File: config.mk
export PLATFORM = sky130hd
export DESIGN_NAME = serial_msg_endpoint
export DESIGN_NICKNAME = d
export VERILOG_FILES = /design/src/rtl/serial_msg_endpoint.sv
export SDC_FILE = /design/constraint.sdc
export NUM_CORES = 1
export LEC_CHECK = 0
export CAP_MARGIN = 20
export CORE_MARGIN = 2
export CORE_UTILIZATION = 50
export DETAILED_ROUTE_END_ITERATION = 8
export GPL_TIMING_DRIVEN = 1
export MAX_ROUTING_LAYER = met4
export PLACE_DENSITY_LB_ADDON = 0.08
export RECOVER_POWER = 25
export SYNTH_ARGS = -nofsm -noshare
export SYNTH_HDL_FRONTEND = slang
export SYNTH_SLANG_ARGS = --single-unit
File: constraint.sdc
create_clock -name sys_clk_pin -period 10.8 [get_ports sys_clk_pin]
set_input_delay 2.16 -clock sys_clk_pin [delete_from_list [all_inputs] [get_ports sys_clk_pin]]
set_output_delay 2.16 -clock sys_clk_pin [all_outputs]
set_load 0.05 [all_outputs]
File: src/rtl/serial_msg_endpoint.sv
// Word-channel message endpoint: parses headered messages from the feeder's get port
// for a client, and frames client messages onto the feeder's put port.
module serial_msg_endpoint (
  input  logic        sys_clk_pin,
  input  logic        sys_rst_pin,
  input  logic        RDY_ppcMessageOutput_get,
  input  logic [31:0] ppcMessageOutput_get,
  output logic        EN_ppcMessageOutput_get,
  input  logic        RDY_ppcMessageInput_put,
  output logic [31:0] ppcMessageInput_put,
  output logic        EN_ppcMessageInput_put,
  output logic        rx_valid,
  input  logic        rx_ready,
  output logic [31:0] rx_data,
  output logic [7:0]  rx_chan,
  output logic        rx_first,
  output logic        rx_last,
  input  logic        tx_valid,
  output logic        tx_ready,
  input  logic [31:0] tx_data,
  input  logic [7:0]  tx_chan,
  input  logic [7:0]  tx_len,
  output logic        rx_err,
  output logic [15:0] rx_msg_count
);

  localparam logic [15:0] MAGIC = 16'hC0DE;

  typedef enum logic {R_HDR, R_PAY} rx_state_t;
  typedef enum logic {T_IDLE, T_PAY} tx_state_t;

  // A zero length field encodes a full 256-word message.
  function automatic logic [8:0] len_words(input logic [7:0] n);
    return (n == 8'd0) ? 9'd256 : {1'b0, n};
  endfunction

  // ---------------- receive path ----------------
  rx_state_t  rx_state;
  logic [8:0] rx_rem;
  logic [7:0] cur_chan;
  logic       first_pend;
  logic       rx_take;
  logic       rx_drain;
  logic       hdr_ok;

  assign hdr_ok   = (ppcMessageOutput_get[31:16] == MAGIC);
  assign rx_drain = rx_valid && rx_ready;

  // NOTE: assign a default first so every path drives rx_take and no latch is inferred.
  always_comb begin
    rx_take = 1'b0;
    if (!sys_rst_pin) begin
      if (rx_state == R_HDR) rx_take = RDY_ppcMessageOutput_get;
      else                   rx_take = RDY_ppcMessageOutput_get && (!rx_valid || rx_ready);
    end
  end

  assign EN_ppcMessageOutput_get = rx_take;

  always_ff @(posedge sys_clk_pin or posedge sys_rst_pin) begin
    if (sys_rst_pin) begin
      rx_state     <= R_HDR;
      rx_rem       <= '0;
      cur_chan     <= '0;
      first_pend   <= 1'b0;
      rx_valid     <= 1'b0;
      rx_data      <= '0;
      rx_chan      <= '0;
      rx_first     <= 1'b0;
      rx_last      <= 1'b0;
      rx_err       <= 1'b0;
      rx_msg_count <= '0;
    end else begin
      // NOTE: non-blocking updates; a load later in this block overrides this drain clear.
      if (rx_drain) begin
        rx_valid <= 1'b0;
        rx_first <= 1'b0;
        rx_last  <= 1'b0;
        rx_data  <= '0;
      end
      case (rx_state)
        R_HDR: begin
          if (rx_take) begin
            if (hdr_ok) begin
              cur_chan   <= ppcMessageOutput_get[15:8];
              rx_rem     <= len_words(ppcMessageOutput_get[7:0]);
              first_pend <= 1'b1;
              rx_state   <= R_PAY;
            end else begin
              rx_err <= 1'b1;
            end
          end
        end
        R_PAY: begin
          if (rx_take) begin
            rx_valid   <= 1'b1;
            rx_data    <= ppcMessageOutput_get;
            rx_chan    <= cur_chan;
            rx_first   <= first_pend;
            rx_last    <= (rx_rem == 9'd1);
            first_pend <= 1'b0;
            rx_rem     <= rx_rem - 9'd1;
            if (rx_rem == 9'd1) begin
              rx_state     <= R_HDR;
              rx_msg_count <= rx_msg_count + 16'd1;
            end
          end
        end
        default: rx_state <= R_HDR;
      endcase
    end
  end

  // ---------------- transmit path ----------------
  tx_state_t  tx_state;
  logic [8:0] tx_rem;
  logic       obuf_v;
  logic [31:0] obuf;
  logic       free;
  logic       put_fire;
  logic       tx_load;

  // obuf can take a new word whenever it is empty or being drained this cycle.
  assign free     = !obuf_v || RDY_ppcMessageInput_put;
  assign put_fire = obuf_v && RDY_ppcMessageInput_put;
  assign tx_load  = tx_valid && free;

  assign EN_ppcMessageInput_put = put_fire && !sys_rst_pin;
  assign ppcMessageInput_put    = obuf;
  assign tx_ready               = (tx_state == T_PAY) && free;

  always_ff @(posedge sys_clk_pin or posedge sys_rst_pin) begin
    if (sys_rst_pin) begin
      tx_state <= T_IDLE;
      tx_rem   <= '0;
      obuf_v   <= 1'b0;
      obuf     <= '0;
    end else begin
      if (put_fire) obuf_v <= 1'b0;
      if (tx_load) begin
        obuf_v <= 1'b1;
        if (tx_state == T_IDLE) begin
          obuf     <= {MAGIC, tx_chan, tx_len};
          tx_rem   <= len_words(tx_len);
          tx_state <= T_PAY;
        end else begin
          obuf   <= tx_data;
          tx_rem <= tx_rem - 9'd1;
          if (tx_rem == 9'd1) tx_state <= T_IDLE;
        end
      end
    end
  end

endmodule

### After elaboration in Yosys (flattened, before gate mapping)

Cells that the tools add are included.

* bitwise operators: 2
* reduce and logical (&&, ||, !) cells: 19
* divide/modulo/power cells: 0
* mux-type cells: 35
* shift-type cells: 0
* multiply operators: 0
* add/sub/neg operators: 3
* equal/unequal tests: 6
* $lt $le $gt $ge: 0

Operators by type and width (count)
* $mux 32: 4
* $mux 9: 6
* $mux 1: 22
* $eq 9x1->1 const B: 2
* $pmux 9 s2: 1
* $sub 9x1->9 const B: 2
* $add 16x1->16 const B: 1
* $eq 16x16->1 const B: 1
* $logic_not 8->1: 2
* $reduce_and 3->1: 4
* $logic_and 1x1->1: 6
* $ne 2x2->1 const B: 3
* $pmux 1 s2: 2
* $logic_not 1->1: 3
* $logic_or 1x1->1: 2
* $not 1->1: 2
* $reduce_and 2->1: 1
* $reduce_bool 2->1: 1

* logic and storage cells: 80
* RAM bits: 0
* bits in registers: 122
* bits in latches: 0
* input bits: 86
* bits in read-only memories: 0
* memories: 0

### Longest topological paths before layout

* depth in word-level cells: 7
* gate-level depth with buffers: 6
* depth with buffers taken out: 6

### Worst setup path before layout

No wires, ideal clock.

* kind: input-to-output
* start: input port sys_rst_pin
* end: output port EN_ppcMessageInput_put
* arrival: 5472 ps
* data required time: 8640 ps
* stages on the path: 2
* buffers on the path: 0
* path slack: 3168 ps
* path through: inv_1 -> and3_1

* word-level cells in the longest chain between the ends: 2

RTL lines
* start, declared: line 5 `input logic sys_rst_pin,`
* $logic_not 1->1 (no source line)
* $logic_and 1x1->1: line 128 `assign EN_ppcMessageInput_put = put_fire && !sys_rst_pin;`
* end, declared: line 11 `output logic EN_ppcMessageInput_put,`

Every way passes these cells.

### Worst setup path in the final report

Same ends and word-level chain as after synthesis.

==> results by group <==
Synth
  – Post-synthesis cell count: 602
  – Post-synth EDFFs: 0
  – Synth Cell Area: 5724 um^2
  – FFs w/ async S/R, synth: 100.0%
  – Syn_nets: 693
  – Leading post-synthesis cells by cell area: sky130_fd_sc_hd__dfrtp_1 (53%), sky130_fd_sc_hd__nand2_1 (8.8%), sky130_fd_sc_hd__nand3_1 (4.9%)
  – Flops & latches, synth: 122
  – Cell taking the most area after synthesis: sky130_fd_sc_hd__dfrtp_1
  – Fraction of the yosys area taken by sequential cells: 53.33%
  – Top cell type's share of synthesized area: 53.33%
  – Number of distinct library cell variants in the gate-level netlist after synthesis: 55
  – Mean post-synth cell area: 9.509 um^2
  – Yosys warning total: 0
  – Most instantiated flip-flop cell in the synthesis netlist: sky130_fd_sc_hd__dfrtp_1

STA
  – Final Setup Violations: 0
  – Clock period minus final worst setup slack: 8089 ps
  – Final count of pins violating max slew: 94
  – Final hold violations: 0
  – Post-route worst setup slack: 2711 ps
  – Final clock period utilization by the worst path: 74.90%
  – Final worst clock skew: 6.554 ps
  – TNS Setup: 0 ps
  – Transition time at the pin with the least slew margin: 2329 ps
  – Maximum clock frequency: 0.1236 GHz
  – Worst max-slew margin expressed relative to the limit: -56.14%
  – RSZ-0062 raised after global routing: false

Setup path
  – Critical path fanouts, max: 51
  – Startpoint of the worst-slack reg-to-reg timing path: rx_state
  – Termination of the worst setup path: EN_ppcMessageInput_put
  – Minimum setup slack among reg-to-reg paths: 8040 ps
  – Cell repeated most along the worst path: sky130_fd_sc_hd__clkdlybuf4s50_1
  – CP endpoint kind: output port
  – Reg2reg end: rx_data[10]
  – Data arrival time at the worst-slack endpoint: 5930 ps
  – CP max stage delay: 1770 ps
  – Crit-path slowest cell: sky130_fd_sc_hd__clkinvlp_2
  – Launching instance or port of the critical path: sys_rst_pin
  – Worst setup path class: in -> out
  – CP Launch Type: primary input
  – Path depth of the worst reg2reg path: 4
  – Cell breakdown of the critical path: clkdlybuf4s50_1 > clkinvlp_2 > and3_1 > clkdlybuf4s50_1
  – Critical path required time: 8640 ps

Die
  – Core region area: 11270 um^2
  – Die boundary height: 111.0 um
  – IO Count: 181
  – Initial standard-cell utilization of the core: 50.78%
  – Total Die Area: 12320 um^2
  – Floorplan die width: 111.0 um
  – Std cell rows: 39

Pwr
  – Static Leak: 3.764 nW
  – Total power divided by cell area: 180.5 nW/um^2
  – Peak VDD IR: 0.1603 mV

Detailed routing
  – Initial drt markers: 445
  – Via-to-Cell Ratio: 5.543
  – Total wire length after detailed routing: 15590 um
  – DRC: 0
  – Wire length per cell: 16.79 um
  – First-pass iteration count of the detailed router: 5
  – Count of nets left with antenna violations after detail routing: 0
  – Via total after detailed routing: 5149

GRT
  – Global-route usage over all layers: 26.69%
  – Largest net degree at the start of global routing: 74
  – Initial antenna violation count: 0
  – Grt ovf: 0
  – Via count of the first global-routing pass: 5053
  – First-pass GRT wire length: 25660 um

Cells and area
  – Post-layout nets: 864
  – Share of cells above drive strength 1: 7.888%
  – Number of non-filler instances in the completed layout: 929
  – Layout-stage area growth over the synthesis result: 43.63%
  – Number of diodes: 0
  – Most frequent standard cell in the layout excluding fill and tap cells: sky130_fd_sc_hd__clkdlybuf4s50_1
  – Top library cells by usage in the layout, fill and taps aside: sky130_fd_sc_hd__clkdlybuf4s50_1 (178), sky130_fd_sc_hd__nand2_1 (134), sky130_fd_sc_hd__dfrtp_1 (122), sky130_fd_sc_hd__nand3_1 (56), sky130_fd_sc_hd__o21ai_0 (32)
  – Utilization after layout: 72.94%

Run
  – Max capacitance violation total: 2

CTS
  – Post-CTS setup repair buffer count: 0
  – CTS buffer count: 17
  – Hold buffer count at CTS: 0
  – Clock slew seen by the registers of the worst setup and hold paths: 50 ps
  – TritonCTS clock tree: yes
  – Worst-case clock buffer depth: 2
  – Clk root buf: sky130_fd_sc_hd__clkbuf_16
  – Htree depth: 4
  – Cts repair resizes: 0
  – Insertion delay to the later sink of the worst-skew pair: 410 ps
  – Clk sink count: 122

Placed design
  – Input/output buffers: 180
  – Worst-case setup slack after placement: 4288 ps
  – Placed wire-length estimate after detailed placement: 10730 um
  – Routability cong.: 0.9334
  – Placed Cells: 895

Status
  – Result of the run: complete, but fails checks
  – Violations in the final reports: capacitance limit, slew limit

Hold path
  – Classification of the worst-slack hold path: reg -> reg
cell usage after synthesis, types with 3 or more instances:
master / instances
sky130_fd_sc_hd__xnor2_1: 14
sky130_fd_sc_hd__nand2b_1: 5
sky130_fd_sc_hd__and3_1: 7
sky130_fd_sc_hd__o21ai_0: 31
sky130_fd_sc_hd__dfrtp_1: 122
sky130_fd_sc_hd__nand3_1: 56
sky130_fd_sc_hd__nor2_1: 20
sky130_fd_sc_hd__nand2_1: 134
sky130_fd_sc_hd__nor3_1: 12
sky130_fd_sc_hd__inv_1: 17
sky130_fd_sc_hd__nand4_1: 17
sky130_fd_sc_hd__o22ai_1: 6
sky130_fd_sc_hd__mux2i_1: 22
sky130_fd_sc_hd__or4_1: 3
sky130_fd_sc_hd__a31oi_1: 9
sky130_fd_sc_hd__nor4_1: 5
sky130_fd_sc_hd__ha_1: 5
sky130_fd_sc_hd__and2_1: 7
sky130_fd_sc_hd__nor2b_1: 6
sky130_fd_sc_hd__a21oi_1: 12
sky130_fd_sc_hd__or3_1: 3
sky130_fd_sc_hd__clkbuf_1: 33
sky130_fd_sc_hd__mux2_2: 11
worst min-delay path by stage:
stage,to,start,depth (start not counted)
floorplan,rx_chan[0],cur_chan[0],2
global placement,rx_chan[7],cur_chan[7],2
detailed placement,rx_err,rx_err,1
CTS,rx_err,rx_err,1
global route,rx_err,rx_err,1
finish,rx_err,rx_err,1
per-layer routing:
layer  vias to the layer above  share of wire [%]  global-route usage (%)
met5                         -                  0                       -
li1                       2432                  -                       -
met3                        19                5.9                   7.108
met4                         0                1.5                   7.750
met2                       179                 50                   42.33
met1                      2519                 43                   34.07
final cells by class:
class                           instances  area (um^2)
Inverter                               18        68.82
Clock inverter                         14        146.4
Multi-Input combinational cell        425         2465
Clock buffer                           18        429.2
Sequential cell                       122         3053
Fill cell                             841         3050
Tap cell                              143        178.9
Timing Repair Buffer                  189         1881
state kept, by name, summed over array words and instances, names as in the netlist:
| signal | cells |
|---|---|
| ppcMessageInput_put | 32 |
| rx_data | 32 |
| rx_msg_count | 16 |
| rx_rem | 9 |
| tx_rem | 9 |
| cur_chan | 8 |
| rx_chan | 8 |
| first_pend | 1 |
| obuf_v | 1 |
| rx_err | 1 |
| rx_first | 1 |
| rx_last | 1 |
| rx_state | 1 |
| rx_valid | 1 |
| tx_state | 1 |
cells by family after synthesis:
| logic type | share of synthesized area [%] |
|---|---|
| buffers and inverters | 3.694 |
| flip-flops | 53.33 |
| XOR/XNOR | 2.295 |
| adder cells (fa/ha/maj) | 1.093 |
| AO/OA/AOI/OAI | 8.481 |
| AND/OR/NAND/NOR | 25.09 |
| multiplexers | 6.011 |
power by group:
part / switching, mW / internal (mW)
clock network: 0.209 / 0.340
logic: 0.244 / 0.148
registers: 0.0373 / 0.506
metrics by stage:
step	power (mW)	hold slack [ps]	area, um^2
2_1_floorplan	0.7956	433.1	5724
3_3_place_gp	0.9277	443.3	7621
3_5_place_dp	0.9382	451.4	7621
4_1_cts	1.492	461.9	8197
5_1_grt	1.549	489.2	8222
6_report	1.484	459.8	8222
critical path, delay by kind of cell:
family / cells / cell delay, ps
buffers and inverters: 3 / 3000
and+or+nand+nor: 1 / 760
No activity file was read; power rests on OpenSTA's default activity.
==> edit (same settings) <==
Reset style: synchronous (`sys_rst_pin`), changed in 2 clocked blocks.
--- a/src/rtl/serial_msg_endpoint.sv
+++ b/src/rtl/serial_msg_endpoint.sv
@@ -57,7 +57,7 @@
 
   assign EN_ppcMessageOutput_get = rx_take;
 
-  always_ff @(posedge sys_clk_pin or posedge sys_rst_pin) begin
+  always_ff @(posedge sys_clk_pin) begin
     if (sys_rst_pin) begin
       rx_state     <= R_HDR;
       rx_rem       <= '0;
@@ -129,7 +129,7 @@
   assign ppcMessageInput_put    = obuf;
   assign tx_ready               = (tx_state == T_PAY) && free;
 
-  always_ff @(posedge sys_clk_pin or posedge sys_rst_pin) begin
+  always_ff @(posedge sys_clk_pin) begin
     if (sys_rst_pin) begin
       tx_state <= T_IDLE;
       tx_rem   <= '0;
Formal check against the unedited RTL: differs if sys_rst_pin is asserted again (counterexample within 4 cycles, from zero or initial values and one cycle with sys_rst_pin high); with sys_rst_pin held inactive, the same outputs for 4 cycles.
==> edit against the unedited design <==
- cell count grew 4.4%
- first-iteration DRC count grew 6.5%
- wire length grew 1.9%
- area after synthesis shrank 4.6%
- the flow still finishes with violations (capacitance limit, slew limit)
- sequential cell count is the same
- critical path type unchanged
- non-clock buffer count shrank 4
- worst setup slack gained 1.0 ns
- cell area shrank 3.3%
Power is not compared: it rests on default switching activity, and its combinational part moved more than twofold at a synthesized area within 25%.
==> edit: results (changes against the unedited design) <==
<table>
<tr><th>Metric</th><th>Value</th></tr>
<tr><th colspan="2">Drt</th></tr>
<tr><td>Vias per cell</td><td>5.81 (was 5.54)</td></tr>
<tr><td>Number of DRC markers in iteration 0</td><td>474 (was 445)</td></tr>
<tr><td>Routed metal-1 wirelength</td><td>6620 um (was 6650 um)</td></tr>
<tr><td>Via total after detailed routing</td><td>5634 (was 5149)</td></tr>
<tr><th colspan="2">Synth</th></tr>
<tr><td>Post-Synth XOR/XNOR Area</td><td>0% (was 2.30%)</td></tr>
<tr><td>Net Count, Synth</td><td>754 (was 693)</td></tr>
<tr><td>Average cell area after synthesis</td><td>8.24 sq um (was 9.51 sq um)</td></tr>
<tr><td>Commonest cells in the synthesized netlist</td><td>122 x sky130_fd_sc_hd__dfxtp_1, 87 x sky130_fd_sc_hd__nand2_1, 86 x sky130_fd_sc_hd__a21oi_1 (was 134 x sky130_fd_sc_hd__nand2_1, 122 x sky130_fd_sc_hd__dfrtp_1, 56 x sky130_fd_sc_hd__nand3_1)</td></tr>
<tr><td>Share of synthesized area occupied by flip-flops and latches</td><td>44.7% (was 53.3%)</td></tr>
<tr><td>Arithmetic-cell share of the synthesized area counting full adders, half adders and majority gates</td><td>1.15% (was 1.09%)</td></tr>
<tr><th colspan="2">Critical path</th></tr>
<tr><td>Critical path's largest stage delay</td><td>0.72 ns (was 1.77 ns)</td></tr>
<tr><td>Reg2reg end</td><td>ppcMessageInput_put[19]$_SDFFE_PP0P_ (was rx_data[10]$_DFF_PP0_)</td></tr>
<tr><th colspan="2">Status</th></tr>
<tr><td>Status</td><td>complete, but fails checks (unchanged)</td></tr>
<tr><td>Violations in the final reports</td><td>capacitance limit, slew limit (unchanged)</td></tr>
<tr><th colspan="2">STA</th></tr>
<tr><td>Worst-case hold slack</td><td>0.445 ns (was 0.460 ns)</td></tr>
<tr><td>Max Slew Vio Count</td><td>60 (was 94)</td></tr>
<tr><th colspan="2">Cells and area</th></tr>
<tr><td>NumNets Final</td><td>909 (was 864)</td></tr>
<tr><th colspan="2">Flow run</th></tr>
<tr><td>Max capacitance violation total</td><td>1 (was 2)</td></tr>
<tr><th colspan="2">Place</th></tr>
<tr><td>Standard cell area after detailed placement</td><td>7260 sq um (was 7620 sq um)</td></tr>
<tr><td>Final weighted congestion of routability-driven global placement</td><td>0.946 (was 0.933)</td></tr>
<tr><td>Total instance count after detailed placement</td><td>938 (was 895)</td></tr>
<tr><td>Dpl ws</td><td>3.77 ns (was 4.29 ns)</td></tr>
<tr><th colspan="2">CTS</th></tr>
<tr><td>Cell at the root of the clock tree</td><td>sky130_fd_sc_hd__clkbuf_8 (was sky130_fd_sc_hd__clkbuf_16)</td></tr>
<tr><td>Clk_lat worst skew</td><td>0.52 ns (was 0.41 ns)</td></tr>
<tr><th colspan="2">Global routing</th></tr>
<tr><td>Via count of the first global-routing pass</td><td>5311 (was 5053)</td></tr>
<tr><td>Maximum number of pins on one net before global-route repair</td><td>68 (was 74)</td></tr>
<tr><td>Met2 demand-to-capacity share in global routing</td><td>45.7% (was 42.3%)</td></tr>
</table>
[edit: layout make-up]
type                    instances  area [sq um]
clock buffers                  18           428
clock inverters                13           238
fillers                       859          2790
inverters                      14          52.6
multi-input cells             478          2760
flip-flops and latches        122          2440
well taps                     140           175
repair buffers                185          1860
[edit: worst min path at each step]
stage / from / to / cells past startpoint
CTS: cur_chan[7]$_SDFFE_PP0P_ / rx_chan[7]$_SDFFE_PP0P_ / 2
global placement: cur_chan[7]$_SDFFE_PP0P_ / rx_chan[7]$_SDFFE_PP0P_ / 2
global route: cur_chan[7]$_SDFFE_PP0P_ / rx_chan[7]$_SDFFE_PP0P_ / 2
finish: cur_chan[7]$_SDFFE_PP0P_ / rx_chan[7]$_SDFFE_PP0P_ / 2
detailed placement: cur_chan[7]$_SDFFE_PP0P_ / rx_chan[7]$_SDFFE_PP0P_ / 2
floorplan: cur_chan[0]$_SDFFE_PP0P_ / rx_chan[0]$_SDFFE_PP0P_ / 2
